--- src/rtl/ex_stage_pkg.sv ---
// Shared pipeline encodings (ALU ops, branch/jump kinds, forward selects) and the EX/MEM register layout.
// Decode and hazard logic import the same constants so that every stage agrees on them.
package ex_stage_pkg;

    localparam logic [2:0] ALU_ADD  = 3'b000;
    localparam logic [2:0] ALU_SUB  = 3'b001;
    localparam logic [2:0] ALU_AND  = 3'b010;
    localparam logic [2:0] ALU_OR   = 3'b011;
    localparam logic [2:0] ALU_XOR  = 3'b100;
    localparam logic [2:0] ALU_SLT  = 3'b101;
    localparam logic [2:0] ALU_SLTU = 3'b110;
    localparam logic [2:0] ALU_SLL  = 3'b111;

    localparam logic [2:0] BR_NONE = 3'b000;
    localparam logic [2:0] BR_BEQ  = 3'b001;
    localparam logic [2:0] BR_BNE  = 3'b010;
    localparam logic [2:0] BR_BLT  = 3'b011;
    localparam logic [2:0] BR_BGE  = 3'b100;
    localparam logic [2:0] BR_BLTU = 3'b101;
    localparam logic [2:0] BR_BGEU = 3'b110;

    localparam logic [1:0] JMP_NONE = 2'b00;
    localparam logic [1:0] JMP_JAL  = 2'b01;
    localparam logic [1:0] JMP_JALR = 2'b10;

    localparam logic [1:0] FWD_REG = 2'b00;
    localparam logic [1:0] FWD_WB  = 2'b01;
    localparam logic [1:0] FWD_MEM = 2'b10;

    typedef struct packed {
        logic        regWrite;
        logic        memWrite;
        logic [1:0]  resultSrc;
        logic [31:0] aluResult;
        logic [31:0] writeData;
        logic [31:0] pcPlus4;
        logic [4:0]  rd;
    } exmem_t;

    // Code 11 is unused by the hazard unit and falls back to the register file value.
    function automatic logic [31:0] fwd_select(input logic [1:0]  sel,
                                               input logic [31:0] regVal,
                                               input logic [31:0] wbVal,
                                               input logic [31:0] memVal);
        case (sel)
            FWD_WB:  return wbVal;
            FWD_MEM: return memVal;
            default: return regVal;
        endcase
    endfunction

endpackage

--- src/rtl/ex_stage_alu.sv ---
// 32-bit integer ALU for the execute stage; all arithmetic wraps modulo 2^32.
module alu
    import ex_stage_pkg::*;
(
    input  logic [31:0] SrcA,
    input  logic [31:0] SrcB,
    input  logic [2:0]  ALUControl,
    output logic [31:0] result
);

    always_comb begin
        result = '0;
        case (ALUControl)
            ALU_ADD:  result = SrcA + SrcB;
            ALU_SUB:  result = SrcA - SrcB;
            ALU_AND:  result = SrcA & SrcB;
            ALU_OR:   result = SrcA | SrcB;
            ALU_XOR:  result = SrcA ^ SrcB;
            ALU_SLT:  result = {31'b0, $signed(SrcA) < $signed(SrcB)};
            ALU_SLTU: result = {31'b0, SrcA < SrcB};
            ALU_SLL:  result = SrcA << SrcB[4:0];
            default:  result = '0;
        endcase
    end

endmodule

--- src/rtl/ex_stage.sv ---
// Execute stage: operand forwarding, ALU, branch/jump resolution and the EX/MEM pipeline register.
// The redirect outputs are purely combinational and ignore clr/rst.
module ex_stage
    import ex_stage_pkg::*;
(
    input  logic        clk,
    input  logic        rst,
    input  logic        clr,
    input  logic        regWriteE,
    input  logic        memWriteE,
    input  logic        ALUSrcE,
    input  logic        luiE,
    input  logic [31:0] RD1E,
    input  logic [31:0] RD2E,
    input  logic [31:0] PCE,
    input  logic [31:0] PCPlus4E,
    input  logic [31:0] extImmE,
    input  logic [4:0]  RdE,
    input  logic [2:0]  ALUControlE,
    input  logic [2:0]  branchE,
    input  logic [1:0]  jumpE,
    input  logic [1:0]  resultSrcE,
    input  logic [1:0]  forwardAE,
    input  logic [1:0]  forwardBE,
    input  logic [31:0] ALUResultM_fwd,
    input  logic [31:0] resultW,
    output logic        PCSrcE,
    output logic [31:0] PCTargetE,
    output logic        regWriteM,
    output logic        memWriteM,
    output logic [1:0]  resultSrcM,
    output logic [31:0] ALUResultM,
    output logic [31:0] writeDataM,
    output logic [31:0] PCPlus4M,
    output logic [4:0]  RdM
);

    logic [31:0] srcA;
    logic [31:0] writeData;
    logic [31:0] srcB;
    logic [31:0] aluOut;
    logic [31:0] aluResult;
    logic        branchTaken;
    logic        jumpTaken;
    exmem_t      exmemNext;
    exmem_t      exmem;

    // Forwarding is applied even for x0; the hazard unit is responsible for not requesting it.
    assign srcA      = fwd_select(forwardAE, RD1E, resultW, ALUResultM_fwd);
    assign writeData = fwd_select(forwardBE, RD2E, resultW, ALUResultM_fwd);
    assign srcB      = ALUSrcE ? extImmE : writeData;

    alu u_alu (
        .SrcA       (srcA),
        .SrcB       (srcB),
        .ALUControl (ALUControlE),
        .result     (aluOut)
    );

    assign aluResult = luiE ? extImmE : aluOut;

    always_comb begin
        branchTaken = 1'b0;
        case (branchE)
            BR_BEQ:  branchTaken = (srcA == writeData);
            BR_BNE:  branchTaken = (srcA != writeData);
            BR_BLT:  branchTaken = ($signed(srcA) <  $signed(writeData));
            BR_BGE:  branchTaken = ($signed(srcA) >= $signed(writeData));
            BR_BLTU: branchTaken = (srcA <  writeData);
            BR_BGEU: branchTaken = (srcA >= writeData);
            default: branchTaken = 1'b0;
        endcase
    end

    assign jumpTaken = (jumpE == JMP_JAL) || (jumpE == JMP_JALR);
    assign PCSrcE    = branchTaken || jumpTaken;
    assign PCTargetE = (jumpE == JMP_JALR) ? ((srcA + extImmE) & ~32'd1) : (PCE + extImmE);

    assign exmemNext = '{regWrite:  regWriteE,
                         memWrite:  memWriteE,
                         resultSrc: resultSrcE,
                         aluResult: aluResult,
                         writeData: writeData,
                         pcPlus4:   PCPlus4E,
                         rd:        RdE};

    // clr wins over a normal load so a flushed instruction never reaches MEM.
    always_ff @(posedge clk or posedge rst) begin
        if (rst) begin
            exmem <= '0;
        end else if (clr) begin
            exmem <= '0;
        end else begin
            exmem <= exmemNext;
        end
    end

    assign regWriteM  = exmem.regWrite;
    assign memWriteM  = exmem.memWrite;
    assign resultSrcM = exmem.resultSrc;
    assign ALUResultM = exmem.aluResult;
    assign writeDataM = exmem.writeData;
    assign PCPlus4M   = exmem.pcPlus4;
    assign RdM        = exmem.rd;

endmodule

--- config.mk ---
export PLATFORM = sky130hd
export DESIGN_NAME = ex_stage
export DESIGN_NICKNAME = d
export VERILOG_FILES = /design/src/rtl/ex_stage_pkg.sv /design/src/rtl/ex_stage_alu.sv /design/src/rtl/ex_stage.sv
export SDC_FILE = /design/constraint.sdc
export NUM_CORES = 1
export LEC_CHECK = 0
export BUFFER_PORTS_ARGS = -buffer_cell sky130_fd_sc_hd__buf_4
export CAP_MARGIN = 15
export CORE_ASPECT_RATIO = 1.4
export CORE_MARGIN = 5
export CORE_UTILIZATION = 56
export CTS_CLUSTER_DIAMETER = 100
export DETAILED_ROUTE_END_ITERATION = 12
export PLACE_DENSITY = 0.88
export SYNTH_ARGS = -nofsm -noshare
export SYNTH_HDL_FRONTEND = slang
export SYNTH_SLANG_ARGS = --single-unit
--- constraint.sdc ---
create_clock -name clk -period 8.6 [get_ports clk]
set_input_delay 2.15 -clock clk [delete_from_list [all_inputs] [get_ports clk]]
set_output_delay 2.15 -clock clk [all_outputs]
set_load 0.02 [all_outputs]
Word level (Yosys, flattened, before mapping)
Index checks and enable logic that the tools add are counted.
{"block": "totals", "reg_bits": 105, "input_bits": 250, "output_inout_bits": 138, "word_cells": 53}
{"block": "op_classes", "add_sub_neg": 4, "n_lt_le_gt_ge": 6, "eq_ne": 21, "shift": 1, "n_mux": 8, "n_bitwise": 3, "reduce_logical": 3}
{"op": "$pmux 32 s8", "count": 1}
{"op": "$lt 32x32->1", "count": 4}
{"op": "$pmux 32 s2", "count": 2}
{"op": "$mux 105", "count": 1}
{"op": "$add 32x32->32", "count": 3}
{"op": "$mux 32", "count": 3}
{"op": "$ge 32x32->1", "count": 2}
{"op": "$and 32x32->32", "count": 1}
{"op": "$eq 32x32->1", "count": 1}
{"op": "$ne 32x32->1", "count": 1}
{"op": "$or 32x32->32", "count": 1}
{"op": "$shl 32x5->32", "count": 1}
{"op": "$sub 32x32->32", "count": 1}
{"op": "$xor 32x32->32", "count": 1}
{"op": "$eq 3x3->1 const B", "count": 7}
{"op": "$eq 3x2->1 const B", "count": 4}
{"op": "$eq 2x1->1 const B", "count": 3}
{"op": "$eq 2x2->1 const B", "count": 3}
{"op": "$eq 3x1->1 const B", "count": 2}
{"op": "$pmux 1 s6", "count": 1}
{"op": "$logic_not 3->1", "count": 1}
{"op": "$logic_or 1x1->1", "count": 2}

Depth between registers and ports, before layout
Gate-level depths: netlist of run 1.
{"block": "logic_depth", "word_depth": 7, "depth_mapped": 22, "depth_no_buf": 19}

Modules after synthesis
From an unflattened synthesis of run 1, not the netlist that was laid out.
{"block": "unflattened", "cells_unflattened": 2159, "area_unflattened_um2": 16076.7}
{"module": "ex_stage", "n_inst": 1, "cells_each": 1131, "area_each_um2": 9402.8, "seq_area_each_um2": 2627.5}
{"module": "alu", "n_inst": 1, "cells_each": 1028, "area_each_um2": 6673.9, "seq_area_each_um2": 0.0}

Worst setup path after synthesis of run 1
OpenSTA, ideal clock, no wires.
{"block": "synth_timing", "kind": "input port to output port", "startpoint": "in forwardAE[0]", "endpoint": "out PCTargetE[31]", "arrival_ns": 5.899, "required_ns": 6.450, "setup_slack_ns": 0.551, "stages": 17, "path_buffers": 2, "cell_sequence": "inv_1 > ha_1 > clkbuf_1 > buf_2 > o21ai_0 > ha_1 > and4_1 > and3b_1 > a211o_1 > a211o_1 > a21oi_1 > o31ai_1 > a31oi_1 > o21ai_1 > xnor2_1 > mux2i_1 > xnor2_1"}
{"block": "synth_between", "elab_chain_len": 4, "word_cells_on_any_way": 5, "classes_between": "1 x add/sub; 2 x eq/ne; 2 x mux"}
{"item": "start, declared", "line": "ex_stage.sv:23", "rtl": "input logic [1:0] forwardAE,"}
{"item": "$eq 2x2->1 / $eq 2x1->1 (equally long branches)", "line": "ex_stage_pkg.sv:45", "rtl": "case (sel)"}
{"item": "$pmux 32 s2 *", "line": "ex_stage_pkg.sv:45"}
{"item": "$add 32x32->32 *", "line": "ex_stage.sv:77", "rtl": "assign PCTargetE = (jumpE == JMP_JALR) ? ((srcA + extImmE) & ~32'd1) : (PCE + extImmE);"}
{"item": "$mux 32 *", "line": "ex_stage.sv:77"}
{"item": "end, declared", "line": "ex_stage.sv:28", "rtl": "output logic [31:0] PCTargetE,"}
Mark *: on every way between the ends. The rest lies on a longest branch, timed or not.

Worst setup path after layout of run 1
{"block": "layout_timing", "startpoint": "in forwardAE[1]", "endpoint": "out PCTargetE[31]"}
Same word-level chain as after synthesis.

==> out/qor.yml, run 1 <==
initial_core_util_pct: 56.4
fillerInstances: 2342
maxCapViolCount: 0
drt_first_pass_iters: 7
fin_ws_ns: 0.342
routabilityCongestion: 1.05
seq_area_frac_synth_pct: 16.9
design_area_um2: 19100
clk_path_buf_depth: 2
tns_ns: 0
finalSetupViolCount: 0
yosys.area_share.adder_pct: 16.2
endpoint_kind: "output port"
total_power_mw: 2.85
ios: 388
register_area_um2: 2630
clkTransAtPathRegs_ns: 0.07
drc: 0
holdWs_ns: 1.79
synth_xor_area_share_pct: 5.70
synth_top_area_cell: "dfrtp_1"
crit_required_ns: 6.45
vdd_drop_max_mv: 0.109
synth_top_family_by_area: "compound AO/OA/AOI/OAI gates"
p_per_area_nw_per_um2: 149
vias_per_cell: 6.60
fmax_mhz: 121
multiInputGateArea_um2: 11800
crit_path_max_fanout: 17
wl_per_cell_um: 24.3
crit_path_top_delay_cell: "a2111oi_0"
die_w_um: 151
cp_data_arrival_time_ns: 6.11
cp-start-kind: "input pin"
maxSlewHeadroom_pct: 20.7
antenna_found_initial: 0
cts_made_buffers: 9
drt_wl_total_um: 68700
fp-row-count: 72
hold_class: "input pin to asynchronous set/reset pin"
cts_tree: "yes"
final_core_util_pct: 69.6
worstMarginPinSlew_ns: 1.19
period_needed_ns: 8.26
syn2layout_area_growth_pct: 23.3
worst-path-buf-inv: 4
drtAntennaViolNets: 0
antenna_cells: 0
core_area_um2: 27500
placed_area_um2: 18800
drive_gt1_share_pct: 20.6
syn_nets: 2569
fin_nets: 2906
cts.sinks: 105
ctsHtreeMaxLevel: 3
netlist_instances: 2120
track_usage_pct: 42.4
hold_viol: 0
synthMuxAreaShare_pct: 3.66
grt_pass1_wl_um: 102000
synth_compound_area_share_pct: 32.7
synth-simple-area-share_pct: 17.7
grt_pass1_vias: 18100
stdcell_count: 2830
drtIter0Drc: 1947
fin_crit_sh_pct: 96.0
grt_max_degree: 72
fp.dieH_um: 207
cp_top_family: "compound AO/OA/AOI/OAI gates"
yosysUniqueCellTypes: 88
leakage_nw: 9.16
synth_top_area_share_pct: 16.9
vias: 18700
pre_cts_slack_ns: 0.155
place_inst: 2815
synthArstFlopShare_pct: 100
post-dp-hpwl_um: 54400
synth_seq_cells: 105
ys_warn_count: 0
outcome: "finished, final reports clean"
rsz0062_at_grt: "no"
cp_cell_sequence: "buf_4 -> inv_1 -> ha_2 -> a22oi_1 -> o21ai_0 -> ha_1 -> a21o_1 -> a2111oi_0 -> a21oi_1 -> a211o_1 -> a21oi_1 -> buf_4 -> o31ai_1 -> a31oi_1 -> o21ai_1 -> xnor2_1 -> mux2i_1 -> xnor2_1 -> buf_4"
synth_area_um2: 15500
timing.critical_path.mode_cell: "buf_4"
die-area_um2: 31200
crit_type: "input pin to output port"
grt_overflow: 0
syn_area_per_cell_um2: 7.32
synthTopCellsByArea: "dfrtp_1, ha_1, a21oi_1"
cts_root_buf: "clkbuf_16"
slowest_delay_ns: 0.46
synth_ff_type: "dfrtp_1"
synth_edf_count: 0
slew_violations: 0
port_buffers: 387
## metal layers
| metal | up-vias | track usage (%) | wire, µm |
|---|---|---|---|
| met3 | 382 | 9.39 | 8190 |
| met4 | 0 | 29.2 | 5730 |
| li1 | 8311 | - | - |
| met2 | 1449 | 68.5 | 31000 |
| met5 | - | 0 | 0 |
| met1 | 8532 | 50.1 | 23800 |
## power by group
group | internal (mW) | total [mW] | leakage [nW] | switching, mW
logic | 0.730 | 1.89 | 7.66 | 1.16
clock network | 0.197 | 0.408 | 0.130 | 0.211
registers | 0.531 | 0.546 | 1.36 | 0.0160
## cell usage after synthesis, types with 15 or more instances
master / n
o22ai_1: 21
nand2_1: 210
a221o_1: 36
o211ai_1: 20
a21o_1: 39
dfrtp_1: 105
nor2b_1: 67
ha_1: 195
a22oi_1: 36
buf_1: 15
xnor2_1: 67
clkbuf_1: 82
o221ai_1: 15
a21oi_1: 210
a31oi_1: 16
mux2i_1: 50
a211oi_1: 29
nand3_1: 27
o21ai_0: 206
nor2_1: 187
xor2_1: 34
buf_2: 21
nand2b_1: 25
nor3_1: 27
inv_1: 142
o21ai_1: 31
## kinds of logic (layout without fill, tap and decap cells)
family | Yosys count | count (layout)
and+or+nand+nor | 603 | 603
buffers and inverters | 270 | 610
AOI/OAI and AO/OA | 786 | 786
DFF | 105 | 105
xor gates and xnor gates | 101 | 101
muxes | 56 | 56
adders and majority gates | 199 | 199
## what timing repair did
| item | 4_1_cts | 5_1_grt |
|---|---|---|
| hold buffers | 0 | 0 |
| endpoints found under the setup margin | 0 | 3 |
| buffers inserted | 0 | 1 |
| resized for setup | 0 | 2 |
## worst max-delay path by stage
stage	start	to	slack, ns	cells after the start
after floorplan	forwardAE[0]	PCTargetE[31]	0.55	17
after global placement	forwardAE[1]	PCSrcE	0.28	18
after detailed placement	forwardAE[1]	PCSrcE	0.16	18
after CTS	forwardAE[1]	PCSrcE	0.14	18
after global routing	forwardAE[1]	PCSrcE	0.02	20
final	forwardAE[1]	PCTargetE[31]	0.34	19
## registers in the layout, indices dropped and copies added (netlist names)
| signal | flops |
|---|---|
| memWriteM | 1 |
| RdM | 5 |
| writeDataM | 32 |
| ALUResultM | 32 |
| resultSrcM | 2 |
| PCPlus4M | 32 |
| regWriteM | 1 |
## area by class of cell
type	count	area share, %
Multi-Input combinational cell	1745	61.9
Tap cell	370	2.42
Sequential cell	105	13.7
Clock buffer	9	1.18
Inverter	146	2.88
Timing Repair Buffer	450	17.7
Clock inverter	5	0.216
## cell usage in the layout (no fill, tap or decap), types with 11 or more instances in the layout
master    Yosys  routed
buf_4         2     449
nand2_1     210     210
a21oi_1     210     210
o21ai_0     206     206
ha_1        195     192
nor2_1      187     187
inv_1       142     141
dfrtp_1     105     105
xnor2_1      67      67
nor2b_1      67      66
mux2i_1      50      50
a21o_1       39      39
a221o_1      36      36
a22oi_1      36      36
xor2_1       34      34
o21ai_1      31      30
a211oi_1     29      29
nand3_1      27      27
nor3_1       27      26
nand2b_1     25      25
o22ai_1      21      21
o211ai_1     20      20
a31oi_1      16      16
o221ai_1     15      15
o21a_1       14      14
o21bai_1     13      13
a221oi_1     12      12
o31ai_1      11      11
No activity file was read; power rests on OpenSTA's default activity.
==> inputs of run 2 (changes only) <==
--- a/config.mk
+++ b/config.mk
@@ -13,6 +13,7 @@
 export CTS_CLUSTER_DIAMETER = 100
 export DETAILED_ROUTE_END_ITERATION = 12
 export PLACE_DENSITY = 0.88
+export RECOVER_POWER = 50
 export SYNTH_ARGS = -nofsm -noshare
 export SYNTH_HDL_FRONTEND = slang
 export SYNTH_SLANG_ARGS = --single-unit
==> out/qor.yml, run 2 (same netlist as run 1, synthesis figures left out) <==
slew_violations: 140
drt_wl_total_um: 68500
outcome: "finished with violations"
drtIter0Drc: 1866
cp_top_family: "compound AO/OA/AOI/OAI gates"
cts_made_buffers: 9
maxCapViolCount: 3
maxSlewHeadroom_pct: -133
p_per_area_nw_per_um2: 150
port_buffers: 387
antenna_found_initial: 0
initial_core_util_pct: 56.4
drt_first_pass_iters: 7
hold_class: "input pin to flop"
hold_viol: 0
tns_ns: 0
cts.sinks: 105
final_common_cell: "buf_4"
grt_pass1_wl_um: 102000
syn2layout_area_growth_pct: 20.7
crit_required_ns: 6.45
worstMarginPinSlew_ns: 3.49
cp_cell_sequence: "buf_4 -> inv_1 -> ha_2 -> a22oi_1 -> o21ai_0 -> ha_1 -> a21o_1 -> a2111oi_0 -> a21oi_1 -> a211o_1 -> a21oi_1 -> buf_4 -> o31ai_1 -> a31oi_1 -> o21ai_1 -> xnor2_1 -> mux2i_1 -> xnor2_1 -> buf_4"
crit_type: "input pin to output port"
grt_pass1_vias: 18100
rsz0062_at_grt: "no"
drc: 0
fin_crit_sh_pct: 96.4
fillerInstances: 2492
slowest_delay_ns: 0.47
crit_path_top_delay_cell: "a2111oi_0"
timing.critical_path.mode_cell: "buf_4"
grt_max_degree: 72
cp_data_arrival_time_ns: 6.14
core_area_um2: 27500
crit_path_max_fanout: 17
cts_root_buf: "clkbuf_16"
vias: 18700
fin_ws_ns: 0.312
endpoint_kind: "output port"
vias_per_cell: 6.60
routabilityCongestion: 1.05
fmax_mhz: 121
track_usage_pct: 42.4
fin_nets: 2906
cp-start-kind: "input pin"
finalSetupViolCount: 0
post-dp-hpwl_um: 54400
hold_buffers: 0
fp-row-count: 72
grt_overflow: 0
violations: "capacitance limit, slew limit"
fp.dieH_um: 207
pre_cts_slack_ns: 0.155
period_needed_ns: 8.29
layout_common_cells: "buf_4, nand2_1, a21oi_1, o21ai_0, ha_1"
clkTransAtPathRegs_ns: 0.07
die_w_um: 151
vdd_drop_max_mv: 0.109
worst-path-buf-inv: 4
ios: 388
antenna_cells: 0
leakage_nw: 8.74
clk_path_buf_depth: 2
ctsHtreeMaxLevel: 3
drive_gt1_share_pct: 16.3
drtAntennaViolNets: 0
cts_tree: "yes"
die-area_um2: 31200
wl_per_cell_um: 24.2
-- run 2: cell types whose count changed in the layout (fill, tap and decap cells not counted) --
| cell | before | now |
|---|---|---|
| buf_4 | 449 | 344 |
| clkbuf_1 | 0 | 104 |
| clkbuf_4 | 0 | 1 |
| clkinvlp_2 | 0 | 1 |
| inv_4 | 1 | 0 |
-- run 2: cell type report --
type | count | area [µm²] | share of cell area [%]
Multi-Input combinational cell | 1745 | 11800 | 63.2
Tap cell | 370 | 463 | 2.47
Clock buffer | 9 | 225 | 1.20
Timing Repair Buffer | 450 | 2990 | 16.0
Clock inverter | 5 | 41.3 | 0.220
Inverter | 146 | 549 | 2.93
Sequential cell | 105 | 2630 | 14.0
-- run 2: per-stage QoR --
stage	hold WS (ns)	area, µm²	utilization, %	power [mW]	cells
CTS	1.79	19100	69.5	2.80	2829
global route	1.97	18700	68.2	2.97	2830
detailed placement	2.22	18800	68.5	2.38	2815
floorplan	2.27	15500	-	1.75	2120
finish	1.98	18700	68.2	2.82	2830
global placement	2.20	18800	68.5	2.35	2815
-- run 2: path summary, 6_finish.rpt --
kind                                             to  cells after the start  slack (ns)         start
max in group asynchronous  writeDataM[18]$_DFF_PP0_                      3        4.82           rst
worst max-delay path                  PCTargetE[31]                     19        0.31  forwardAE[1]
min in group asynchronous  ALUResultM[29]$_DFF_PP0_                      2        2.18           rst
worst min-delay path         PCPlus4M[18]$_DFF_PP0_                      2        1.98  PCPlus4E[18]
-- run 2: per-layer routing --
layer	GRT usage (%)	vias up	routed length (µm)
li1	-	8334	-
met1	50.1	8531	23900
met2	68.5	1450	31000
met3	9.39	372	7980
met4	29.2	0	5630
met5	0	-	0
-- run 2: power by group --
part,leakage [nW],switching (mW),internal (mW)
Clock,0.130,0.211,0.197
Sequential,1.36,0.0147,0.531
Combinational,7.24,1.16,0.700
Total,8.74,1.39,1.43
-- run 2: timing repair --
item	4_1_cts	5_1_grt
setup endpoints to repair	0	3
setup buffers	0	1
gates resized for setup	0	2
